==> src/rtl/frame_thr_pkg.sv <==
// Shared definitions for the multi-lane frame thresholder.
//   lane_state_e      : per-lane parser state (IDLE, TS, DATA)
//   START_WORD_DEF    : default frame start marker
//   END_WORD_DEF      : default frame end marker
//   POST_TRIGGER_DEF  : default decision hold length in cycles
package frame_thr_pkg;

  typedef enum logic [1:0] {
    LANE_IDLE = 2'd0,
    LANE_TS   = 2'd1,
    LANE_DATA = 2'd2
  } lane_state_e;

  localparam logic [15:0] START_WORD_DEF   = 16'hDEAD;
  localparam logic [15:0] END_WORD_DEF     = 16'hBEEF;
  localparam logic [15:0] POST_TRIGGER_DEF = 16'd10;

endpackage

==> src/rtl/frame_lane_parser.sv <==
// One RX lane: input register, frame parser FSM, time-stamp latch and
// threshold compare.
//   clk_i, rst_i     : clock, async active-high reset
//   syncstatus_i     : lane sync flags, word valid only when 2'b11
//   datak_i          : lane control flags, word valid only when 2'b00
//   data_i           : lane word
//   threshold_i      : unsigned compare level
//   mode_i           : 0 hit when word > threshold, 1 hit when word < threshold
//   hit_o            : registered hit, one cycle after the input register
//   ts_o             : time stamp of the current/last frame
//   frame_error_o    : sticky framing error
module frame_lane_parser
  import frame_thr_pkg::*;
#(
  parameter int                    DATA_WIDTH = 16,
  parameter int                    FRAME_LEN  = 128,
  parameter logic [DATA_WIDTH-1:0] START_WORD = START_WORD_DEF,
  parameter logic [DATA_WIDTH-1:0] END_WORD   = END_WORD_DEF
) (
  input  logic                  clk_i,
  input  logic                  rst_i,
  input  logic [1:0]            syncstatus_i,
  input  logic [1:0]            datak_i,
  input  logic [DATA_WIDTH-1:0] data_i,
  input  logic [DATA_WIDTH-1:0] threshold_i,
  input  logic                  mode_i,
  output logic                  hit_o,
  output logic [DATA_WIDTH-1:0] ts_o,
  output logic                  frame_error_o
);

  localparam int                IDX_W    = $clog2(FRAME_LEN);
  localparam logic [IDX_W-1:0]  LAST_IDX = IDX_W'(FRAME_LEN - 1);

  // Input register stage
  logic                  in_valid_q;
  logic [DATA_WIDTH-1:0] in_word_q;

  // Parser state
  lane_state_e           state_q, state_d;
  logic [IDX_W-1:0]      idx_q, idx_d;
  logic [DATA_WIDTH-1:0] ts_q, ts_d;
  logic                  hit_q, hit_d;
  logic                  err_q, err_d;
  logic                  err_event;

  logic is_start;
  logic is_end;
  logic cmp_hit;

  assign is_start = (in_word_q == START_WORD);
  assign is_end   = (in_word_q == END_WORD);
  assign cmp_hit  = mode_i ? (in_word_q < threshold_i) : (in_word_q > threshold_i);

  // State register
  always_ff @(posedge clk_i or posedge rst_i) begin
    if (rst_i) begin
      in_valid_q <= 1'b0;
      in_word_q  <= '0;
      state_q    <= LANE_IDLE;
      idx_q      <= '0;
      ts_q       <= '0;
      hit_q      <= 1'b0;
      err_q      <= 1'b0;
    end else begin
      in_valid_q <= (syncstatus_i == 2'b11) && (datak_i == 2'b00);
      in_word_q  <= data_i;
      state_q    <= state_d;
      idx_q      <= idx_d;
      ts_q       <= ts_d;
      hit_q      <= hit_d;
      err_q      <= err_d;
    end
  end

  // Next-state logic. Any invalid word outside IDLE aborts the frame.
  always_comb begin
    state_d   = state_q;
    idx_d     = idx_q;
    err_event = 1'b0;
    unique case (state_q)
      LANE_IDLE: begin
        if (in_valid_q && is_start) begin
          state_d = LANE_TS;
          idx_d   = IDX_W'(1);
        end
      end
      LANE_TS: begin
        if (!in_valid_q) begin
          err_event = 1'b1;
          state_d   = LANE_IDLE;
        end else begin
          state_d = LANE_DATA;
          idx_d   = IDX_W'(2);
        end
      end
      LANE_DATA: begin
        if (!in_valid_q) begin
          err_event = 1'b1;
          state_d   = LANE_IDLE;
        end else if (idx_q == LAST_IDX) begin
          // Last slot of the frame must carry the end marker.
          err_event = !is_end;
          state_d   = LANE_IDLE;
        end else if (is_start || is_end) begin
          err_event = 1'b1;
          state_d   = LANE_IDLE;
        end else begin
          idx_d = idx_q + IDX_W'(1);
        end
      end
      default: state_d = LANE_IDLE;
    endcase
  end

  // Output logic: only genuine data words of a frame may hit.
  always_comb begin
    hit_d = (state_q == LANE_DATA) && in_valid_q && (idx_q != LAST_IDX) &&
            !is_start && !is_end && cmp_hit;
    ts_d  = ((state_q == LANE_TS) && in_valid_q) ? in_word_q : ts_q;
    err_d = err_q | err_event;
  end

  assign hit_o         = hit_q;
  assign ts_o          = ts_q;
  assign frame_error_o = err_q;

endmodule

==> src/rtl/frame_thresholder_multi.sv <==
// Multi-lane frame thresholder. Each lane is parsed and compared in its own
// frame_lane_parser; this level forms the N-of-M coincidence and owns the
// trigger window.
//   rx_std_clkout                   : clock for all lanes
//   rst                             : async active-high reset
//   rx_syncstatus / rx_datak        : per-lane 2-bit flags, lane i = [2i+1:2i]
//   RX_data                         : per-lane words, lane i = [i*DW +: DW]
//   cfg_threshold / cfg_mode        : compare level and direction
//   cfg_min_hits                    : coincidence count (0 behaves as 1)
//   triggering_time_stamp           : TS of lowest-index hit lane at trigger
//   threshold_decision_to_DRAM_ctrl : high for POST_TRIGGER_ENDING cycles
//   ch_hit_mask                     : hit vector captured at trigger
//   frame_error                     : sticky per-lane framing error
//   trigger_count                   : accepted triggers, wrapping
module frame_thresholder_multi
  import frame_thr_pkg::*;
#(
  parameter int                    NUM_CH              = 8,
  parameter int                    DATA_WIDTH          = 16,
  parameter int                    FRAME_LEN           = 128,
  parameter logic [DATA_WIDTH-1:0] START_WORD          = START_WORD_DEF,
  parameter logic [DATA_WIDTH-1:0] END_WORD            = END_WORD_DEF,
  parameter logic [15:0]           POST_TRIGGER_ENDING = POST_TRIGGER_DEF
) (
  input  logic                           rx_std_clkout,
  input  logic                           rst,
  input  logic [2*NUM_CH-1:0]            rx_syncstatus,
  input  logic [2*NUM_CH-1:0]            rx_datak,
  input  logic [NUM_CH*DATA_WIDTH-1:0]   RX_data,
  input  logic [DATA_WIDTH-1:0]          cfg_threshold,
  input  logic [$clog2(NUM_CH+1)-1:0]    cfg_min_hits,
  input  logic                           cfg_mode,
  output logic [DATA_WIDTH-1:0]          triggering_time_stamp,
  output logic                           threshold_decision_to_DRAM_ctrl,
  output logic [NUM_CH-1:0]              ch_hit_mask,
  output logic [NUM_CH-1:0]              frame_error,
  output logic [15:0]                    trigger_count
);

  localparam int CNT_W = $clog2(NUM_CH + 1);

  logic [NUM_CH-1:0]     hit_vec;
  logic [DATA_WIDTH-1:0] lane_ts [NUM_CH];

  for (genvar g = 0; g < NUM_CH; g++) begin : g_lane
    frame_lane_parser #(
      .DATA_WIDTH (DATA_WIDTH),
      .FRAME_LEN  (FRAME_LEN),
      .START_WORD (START_WORD),
      .END_WORD   (END_WORD)
    ) u_lane (
      .clk_i         (rx_std_clkout),
      .rst_i         (rst),
      .syncstatus_i  (rx_syncstatus[2*g +: 2]),
      .datak_i       (rx_datak[2*g +: 2]),
      .data_i        (RX_data[g*DATA_WIDTH +: DATA_WIDTH]),
      .threshold_i   (cfg_threshold),
      .mode_i        (cfg_mode),
      .hit_o         (hit_vec[g]),
      .ts_o          (lane_ts[g]),
      .frame_error_o (frame_error[g])
    );
  end

  logic [CNT_W-1:0]      hit_cnt;
  logic [CNT_W-1:0]      min_eff;
  logic [DATA_WIDTH-1:0] first_ts;
  logic                  fire;

  // Population count of the per-cycle hit vector.
  always_comb begin
    hit_cnt = '0;
    for (int i = 0; i < NUM_CH; i++) begin
      hit_cnt = hit_cnt + CNT_W'(hit_vec[i]);
    end
  end

  // Priority encoder: scanning downward leaves the lowest hit lane's TS.
  always_comb begin
    first_ts = '0;
    for (int i = NUM_CH - 1; i >= 0; i--) begin
      if (hit_vec[i]) first_ts = lane_ts[i];
    end
  end

  assign min_eff = (cfg_min_hits == '0) ? CNT_W'(1) : cfg_min_hits;

  // Decision stays high while holding, so it doubles as the hold flag.
  logic                  decision_q, decision_d;
  logic [15:0]           hold_q, hold_d;
  logic [NUM_CH-1:0]     mask_q, mask_d;
  logic [DATA_WIDTH-1:0] tstamp_q, tstamp_d;
  logic [15:0]           count_q, count_d;

  assign fire = (hit_cnt >= min_eff) && !decision_q;

  // State register
  always_ff @(posedge rx_std_clkout or posedge rst) begin
    if (rst) begin
      decision_q <= 1'b0;
      hold_q     <= '0;
      mask_q     <= '0;
      tstamp_q   <= '0;
      count_q    <= '0;
    end else begin
      decision_q <= decision_d;
      hold_q     <= hold_d;
      mask_q     <= mask_d;
      tstamp_q   <= tstamp_d;
      count_q    <= count_d;
    end
  end

  // Next-state logic. The counter is loaded with N-1 so that the drop on the
  // edge after it reaches zero yields exactly N high cycles.
  always_comb begin
    decision_d = decision_q;
    hold_d     = hold_q;
    mask_d     = mask_q;
    tstamp_d   = tstamp_q;
    count_d    = count_q;
    if (fire) begin
      decision_d = 1'b1;
      hold_d     = POST_TRIGGER_ENDING - 16'd1;
      mask_d     = hit_vec;
      tstamp_d   = first_ts;
      count_d    = count_q + 16'd1;
    end else if (decision_q) begin
      if (hold_q == 16'd0) begin
        decision_d = 1'b0;
      end else begin
        hold_d = hold_q - 16'd1;
      end
    end
  end

  // Output logic
  always_comb begin
    threshold_decision_to_DRAM_ctrl = decision_q;
    ch_hit_mask                     = mask_q;
    triggering_time_stamp           = tstamp_q;
    trigger_count                   = count_q;
  end

endmodule

==> config.mk <==
export PLATFORM = sky130hd
export DESIGN_NAME = frame_thresholder_multi
export DESIGN_NICKNAME = d
export VERILOG_FILES = /design/src/rtl/frame_thr_pkg.sv /design/src/rtl/frame_lane_parser.sv /design/src/rtl/frame_thresholder_multi.sv
export SDC_FILE = /design/constraint.sdc
export NUM_CORES = 1
export LEC_CHECK = 0
export BUFFER_PORTS_ARGS = -buffer_cell sky130_fd_sc_hd__buf_4
export CORE_ASPECT_RATIO = 1.75
export CORE_MARGIN = 3
export CORE_UTILIZATION = 57
export DETAILED_ROUTE_END_ITERATION = 10
export PLACE_DENSITY = 0.86
export SYNTH_ARGS = -nofsm -noshare
export SYNTH_HDL_FRONTEND = slang
export SYNTH_SLANG_ARGS = --single-unit
==> constraint.sdc <==
create_clock -name rx_std_clkout -period 25.5 [get_ports rx_std_clkout]
set_input_delay 1.275 -clock rx_std_clkout [delete_from_list [all_inputs] [get_ports rx_std_clkout]]
set_output_delay 1.275 -clock rx_std_clkout [all_outputs]
set_load 0.1 [all_outputs]
# Word level (Yosys, flattened, before mapping)
# Index checks and enable logic that the tools add are counted.
[classes] n_eq_ne=105 add_sub_neg=17 magnitude_cmp=17 reduce_logical=134 muxes=159 bitwise_logic=8
[op_table] operator="7-bit 2-to-1 mux" n=40
[op_table] operator="16-bit equality test (second input constant)" n=16
[op_table] operator="16-bit 2-to-1 mux" n=11
[op_table] operator="7-bit one-hot mux with 3 select lines" n=8
[op_table] operator="16-bit greater-than comparator" n=8
[op_table] operator="16-bit < comparator" n=8
[op_table] operator="2-bit 2-to-1 mux" n=40
[op_table] operator="1-bit logical AND" n=65
[op_table] operator="7-bit by 1-bit adder with 7-bit output (second input constant)" n=8
[op_table] operator="7-bit equality test (second input constant)" n=8
[op_table] operator="7-bit inequality test (second input constant)" n=8
[op_table] operator="2-bit by 1-bit inequality test with 1-bit output (second input constant)" n=24
[op_table] operator="2-bit one-hot mux with 3 select lines" n=8
[op_table] operator="6-bit AND reduction" n=8
[op_table] operator="1-bit 2-to-1 mux" n=43
[op_table] operator="2-bit inequality test (second input constant)" n=17
[op_table] operator="2-bit equality test (second input constant)" n=16
[op_table] operator="2-bit logical NOT" n=16
[op_table] operator="4-bit inequality test (second input constant)" n=8
[op_table] operator="3-bit nonzero test" n=8
[op_table] operator="2-bit AND reduction" n=9
[op_table] operator="1-bit logical NOT" n=17
[op_table] operator="16-bit by 1-bit adder with 16-bit output (second input constant)" n=1
[op_table] operator="4-bit by 1-bit adder with 4-bit output" n=4
[op_table] operator="13 further kinds" n=41
[totals] word_cells=501 out_inout_bits=49 reg_bits=409 input_bits=183

# Depth between registers and ports, before layout
[logic_depth] ltp_word=11 depth_mapped=19 depth_no_buf=15

# Cells and area by module
# Synthesis repeated with hierarchy kept, for this count alone.
[hier_totals] cells_unflattened=1959 area_unflattened_um2=22135.0
[modules_own_cells] module="frame_lane_parser" area_per_inst_um2=2298.5 cells_per_inst=192 instances=8 seq_area_each_um2=1101.1
[modules_own_cells] module="frame_thresholder_multi" area_per_inst_um2=3747.3 cells_per_inst=423 instances=1 seq_area_each_um2=1426.4

# Least setup slack after synthesis
# No wires, ideal clock.
[synth_timing] path_kind="register to register" from="register g_lane[0].u_lane.hit_q" to="register hold_q[6]" path_buffers=4 setup_ps=97 required_time_ps=25403 path_stages_with_launch=20 period_less_slack_ps=4812 t_arrival_ps=4715 setup_slack_ps=20688 cell_sequence="dfrtp_1 > clkbuf_1 > clkinv_1 > clkbuf_1 > fa_1 > fa_1 > fa_1 > inv_1 > ha_1 > inv_1 > fa_1 > inv_1 > ha_1 > a21o_1 > a211o_1 > nand2_1 > clkbuf_1 > buf_1 > o211ai_1 > o31ai_1"
[synth_via] elab_chain_len=11 word_cells_on_any_way=13 cone_classes="add/sub: 7; order compare: 1; eq/ne: 1; mux: 1; reduce/logical: 3"
[synth_lines] item="start: declaration" line="frame_lane_parser.sv:43" rtl="logic hit_q, hit_d;"
[synth_lines] item="start signal: assignment" line="frame_lane_parser.sv:71" rtl="hit_q <= hit_d;"
[synth_lines] item="1-bit by 1-bit adder with 2-bit output (*)" line="frame_thresholder_multi.sv:74" rtl="hit_cnt = hit_cnt + CNT_W'(hit_vec[i]);"
[synth_lines] item="2-bit by 1-bit adder with 3-bit output (*)" line="frame_thresholder_multi.sv:74"
[synth_lines] item="3-bit by 1-bit adder with 4-bit output (*)" line="frame_thresholder_multi.sv:74"
[synth_lines] item="4-bit by 1-bit adder with 4-bit output (*) (4 in series)" line="frame_thresholder_multi.sv:74"
[synth_lines] item="4-bit >= comparator (*)" line="frame_thresholder_multi.sv:95" rtl="assign fire = (hit_cnt >= min_eff) && !decision_q;"
[synth_lines] item="1-bit logical AND (*)" line="frame_thresholder_multi.sv:95"
[synth_lines] item="2-bit inequality test (no line) / 2-bit nonzero test (equally long branches)"
[synth_lines] item="2-bit AND reduction (no line)"
[synth_lines] item="end signal: assignment" line="frame_thresholder_multi.sv:107" rtl="hold_q <= hold_d;"
[synth_lines] item="end: declaration" line="frame_thresholder_multi.sv:90" rtl="logic [15:0] hold_q, hold_d;"
# Every way passes the cells marked *; elsewhere a longest branch is shown, timed or not.
# A chain may end at the register's enable or synchronous reset.

# Worst setup path after layout
[layout_timing] from="register g_lane[0].u_lane.hit_q" to="register count_q[14] (netlist: trigger_count[14])"
[layout_via] elab_chain_len=9
[layout_lines] item="1-bit by 1-bit adder with 2-bit output" line="frame_thresholder_multi.sv:74"
[layout_lines] item="2-bit by 1-bit adder with 3-bit output" line="frame_thresholder_multi.sv:74"
[layout_lines] item="3-bit by 1-bit adder with 4-bit output" line="frame_thresholder_multi.sv:74"
[layout_lines] item="4-bit by 1-bit adder with 4-bit output (4 in series)" line="frame_thresholder_multi.sv:74"
[layout_lines] item="4-bit >= comparator" line="frame_thresholder_multi.sv:95"
[layout_lines] item="1-bit logical AND" line="frame_thresholder_multi.sv:95"
[layout_lines] item="end signal: assignment" line="frame_thresholder_multi.sv:110" rtl="count_q <= count_d;"
[layout_lines] item="end: declaration" line="frame_thresholder_multi.sv:93" rtl="logic [15:0] count_q, count_d;"
# Every way passes these cells.

==> summary.md <==
| Metric | Value |
|---|---|
| CP max FO | 38 |
| Endpoints failing hold | 0 |
| Number of antenna violations at the first check in global routing | 0 |
| Worst-margin pin slew | around 1200 ps |
| Floorplan die width | approximately 150 microns |
| Static leakage | around 12 nW |
| Worst-path cell with the longest stage delay | nand2_1 |
| Number of unique standard cell types used by synthesis | 69 |
| Count of TritonRoute iterations in the first routing pass | 6 |
| Relative slew slack | 0.216 |
| Worst min-delay path class | flop to flop |
| Final setup skew | around 17 ps |
| Critical path's largest stage delay | 860 ps |
| Startpoint Class | flop |
| Post-Syn Instances | approximately 1,900 |
| Number of hold buffers added after cts | 0 |
| Pwr/cell area | a little under 70 nW/um^2 |
| Resize count post-CTS | 0 |
| Drt via density | between 6 and 7 |
| Worst-path cell chain | clkinv_1, fa_1, fa_1, fa_1, inv_1, ha_1, inv_1, fa_1, inv_1, ha_1, a21o_1, a211o_1, nand2_1, nor4_1, xnor2_1 |
| Deepest clock path buffer count | 3 |
| Final #Nets | 2,440 |
| Final setup violation count | 0 |
| Overall power | around 1.6 mW |
| Vias in the first global route | between 15,000 and 20,000 |
| Final standard cell area without fillers | 23,800 sq um |
| Number of buffers and inverters on the critical path | 4 |
| Total GRT Usage | 0.295 |
| Post-route insts no fill | around 2,600 |
| Maximum number of pins on one net before global-route repair | between 100 and 150 |
| Clk Tree Root Cell | clkbuf_16 |
| Number of warning messages in the yosys log | 0 |
| Clock net sink count | ~400 |
| Flip-flop and latch count after synthesis | around 410 |
| Share of the clock period used by the worst path | 0.228 |
| Mean instance size in the synthesized netlist | between 10 and 15 sq um |
| Category of the critical setup timing path | flop to flop |
| Sequential fraction of the synthesis area | 0.499 |
| Clock insertion delay at the later pin of the skew report | 550 ps |
| GPL Wtd Cong | ~0.95 |
| Area growth from synthesis to final layout | 16.2% |
| Violation count after the first detailed-routing iteration | around 1,100 |
| Max-cap violations | 0 |
| GRT overflow | 0 |
| Largest vdd supply drop | roughly 0.056 mV |
| Proportion of register bits with asynchronous set or reset after synthesis | 1.00 |
| Result of the run | finished clean |
| Number of synthesized flops with an enable pin | 0 |
| Number of filler instances in the final layout | 2,551 |
| Number of nets with antenna violations after detailed routing | 0 |
| Fraction of synthesized cell area taken by the top area cell type | 0.499 |
| Arr. time, crit path | between 6000 and 7000 ps |
| Most used standard cell by instance count after synthesis | dfrtp_1 |
| Cell repeated most along the worst path | fa_1 |
| Number of buffers created by CTS | 37 |
| Clock transition time at the flip-flop clock pins of the worst setup and hold paths | 70 ps |
| Setup repair after global routing missed its margin | no |
| Sum of routed wire length over all layers | 56.7 mm |
| Total count of max-transition violations in the final report | 0 |
| Most area-hungry cell type in the Yosys netlist | dfrtp_1 |
| Die extent in y | 257 microns |
| DP Wirelength | approximately 42 mm |
| Top post-synthesis cells by area | dfrtp_1 (50%), ha_1 (11%), mux2_2 (6.6%), o21ai_0 (3.0%), nand2_1 (2.6%) |
| Routed via count | between 15,000 and 20,000 |
| Endpoint type of the worst setup path | flop |
| Share of post-route cells with drive strength above 1 | 0.213 |
| Combined area of all synthesized cells | between 20,000 and 25,000 sq um |
| Setup slack at placement | around 20,000 ps |
| Cell Count Post-Placement | about 2,500 |
| Detailed-route wire length per cell | 22.1 microns |
| Maximum clock frequency | roughly 170 MHz |
| Count of inserted antenna diode cells | 0 |
| Cell type group with the largest total delay on the critical path | adder cells |
| Clock tree from TritonCTS | yes |
| Total negative slack | 0 ps |
| Number of top-level pins | 232 |
| H-tree depth | 2 |
| Critical path data required time | ~26,000 ps |
| I/O Buffers | around 230 |
| Utilization of the core after routing | 0.672 |
| Commonest cells in the synthesized netlist | dfrtp_1 (409), ha_1 (177), nand2_1 (140) |
| Die footprint | 38,300 sq um |
| Final Worst Setup Slack | 19,680 ps |
| Instance area after placement | 22,600 sq um |
| Number of nets in the synthesized netlist | roughly 2,200 |
| Core Box Area | ~35,000 sq um |
| Post-CTS setup buffers | 0 |
| Wire length of the first global-routing pass | 88.5 mm |
| Most used DFF post-synth | dfrtp_1 |
| Number of DRC violations after detailed routing | 0 |
| Initial Utilization | 0.579 |
| Post-route minimum period | 5820 ps |
| Hold Slack | about 480 ps |
| Std cell rows | 91 |
layer usage:
metal	wire length, microns	vias to the layer above	part of all wire	track usage
li1	-	7229	-	-
met4	4300	0	0.076	0.190
met1	19900	7889	0.35	0.326
met2	29400	714	0.52	0.524
met3	3050	256	0.054	0.0400
met5	0	-	0	0
cell usage in the layout (no fill, tap or decap), types with 37 or more instances in the layout:
cell type    n
a21o_1      50
a21oi_1     79
buf_4      236
clkbuf_16   39
dfrtp_1    409
ha_1       177
inv_1       83
mux2_2     121
nand2_1    140
nand3_1     45
nand4_1     43
nor2_1     114
nor3_1      37
o21a_1      42
o21ai_0    124
o31ai_1     41
report_power, final:
group / internal, mW / total, mW / switching [mW]
sequential: 0.688 / 0.733 / 0.0447
clock: 0.323 / 0.569 / 0.246
combinational: 0.0921 / 0.308 / 0.216
total: 1.10 / 1.61 / 0.506
kinds of logic after synthesis:
family / Yosys count / synth area share
buffers and inverters: 151 / 0.0292
multiplexers: 136 / 0.0738
AND/OR/NAND/NOR: 511 / 0.130
adder cells (fa/ha/maj): 181 / 0.112
AO/OA/AOI/OAI: 450 / 0.145
XOR/XNOR: 25 / 0.0107
flip-flops: 409 / 0.499
area by class of cell:
class | instances | area (sq um) | share of cell area
sequential | 409 | 10200 | 0.430
multi-input combinational | 1303 | 9660 | 0.406
timing repair buffer | 236 | 1770 | 0.0744
clock buffer | 49 | 1050 | 0.0442
tap | 465 | 582 | 0.0244
inverter | 89 | 342 | 0.0143
clock inverter | 17 | 171 | 0.00720
worst paths after layout:
path	start	end	slack [ps]	cells after the start
max	g_lane[0].u_lane.hit_o	trigger_count[14]	19680	15
min in group asynchronous	rst	g_lane[0].u_lane.idx_q[0]	870	2
max reg2reg	g_lane[0].u_lane.hit_o	trigger_count[14]	19680	15
min reg2reg	g_lane[7].u_lane.frame_error_o	g_lane[7].u_lane.frame_error_o	480	1
min	g_lane[7].u_lane.frame_error_o	g_lane[7].u_lane.frame_error_o	480	1
max in group asynchronous	rst	g_lane[1].u_lane.in_word_q[8]	22330	4
registers in the layout, summed over array words and instances (netlist names):
register / count
g_lane.u_lane.hit_o: 8
threshold_decision_to_DRAM_ctrl: 1
g_lane.u_lane.in_valid_q: 8
g_lane.u_lane.idx_q: 56
hold_q: 16
g_lane.u_lane.ts_o: 128
trigger_count: 16
g_lane.u_lane.frame_error_o: 8
triggering_time_stamp: 16
ch_hit_mask: 8
g_lane.u_lane.state_q: 16
g_lane.u_lane.in_word_q: 128
(Power assumes the default switching activity.)
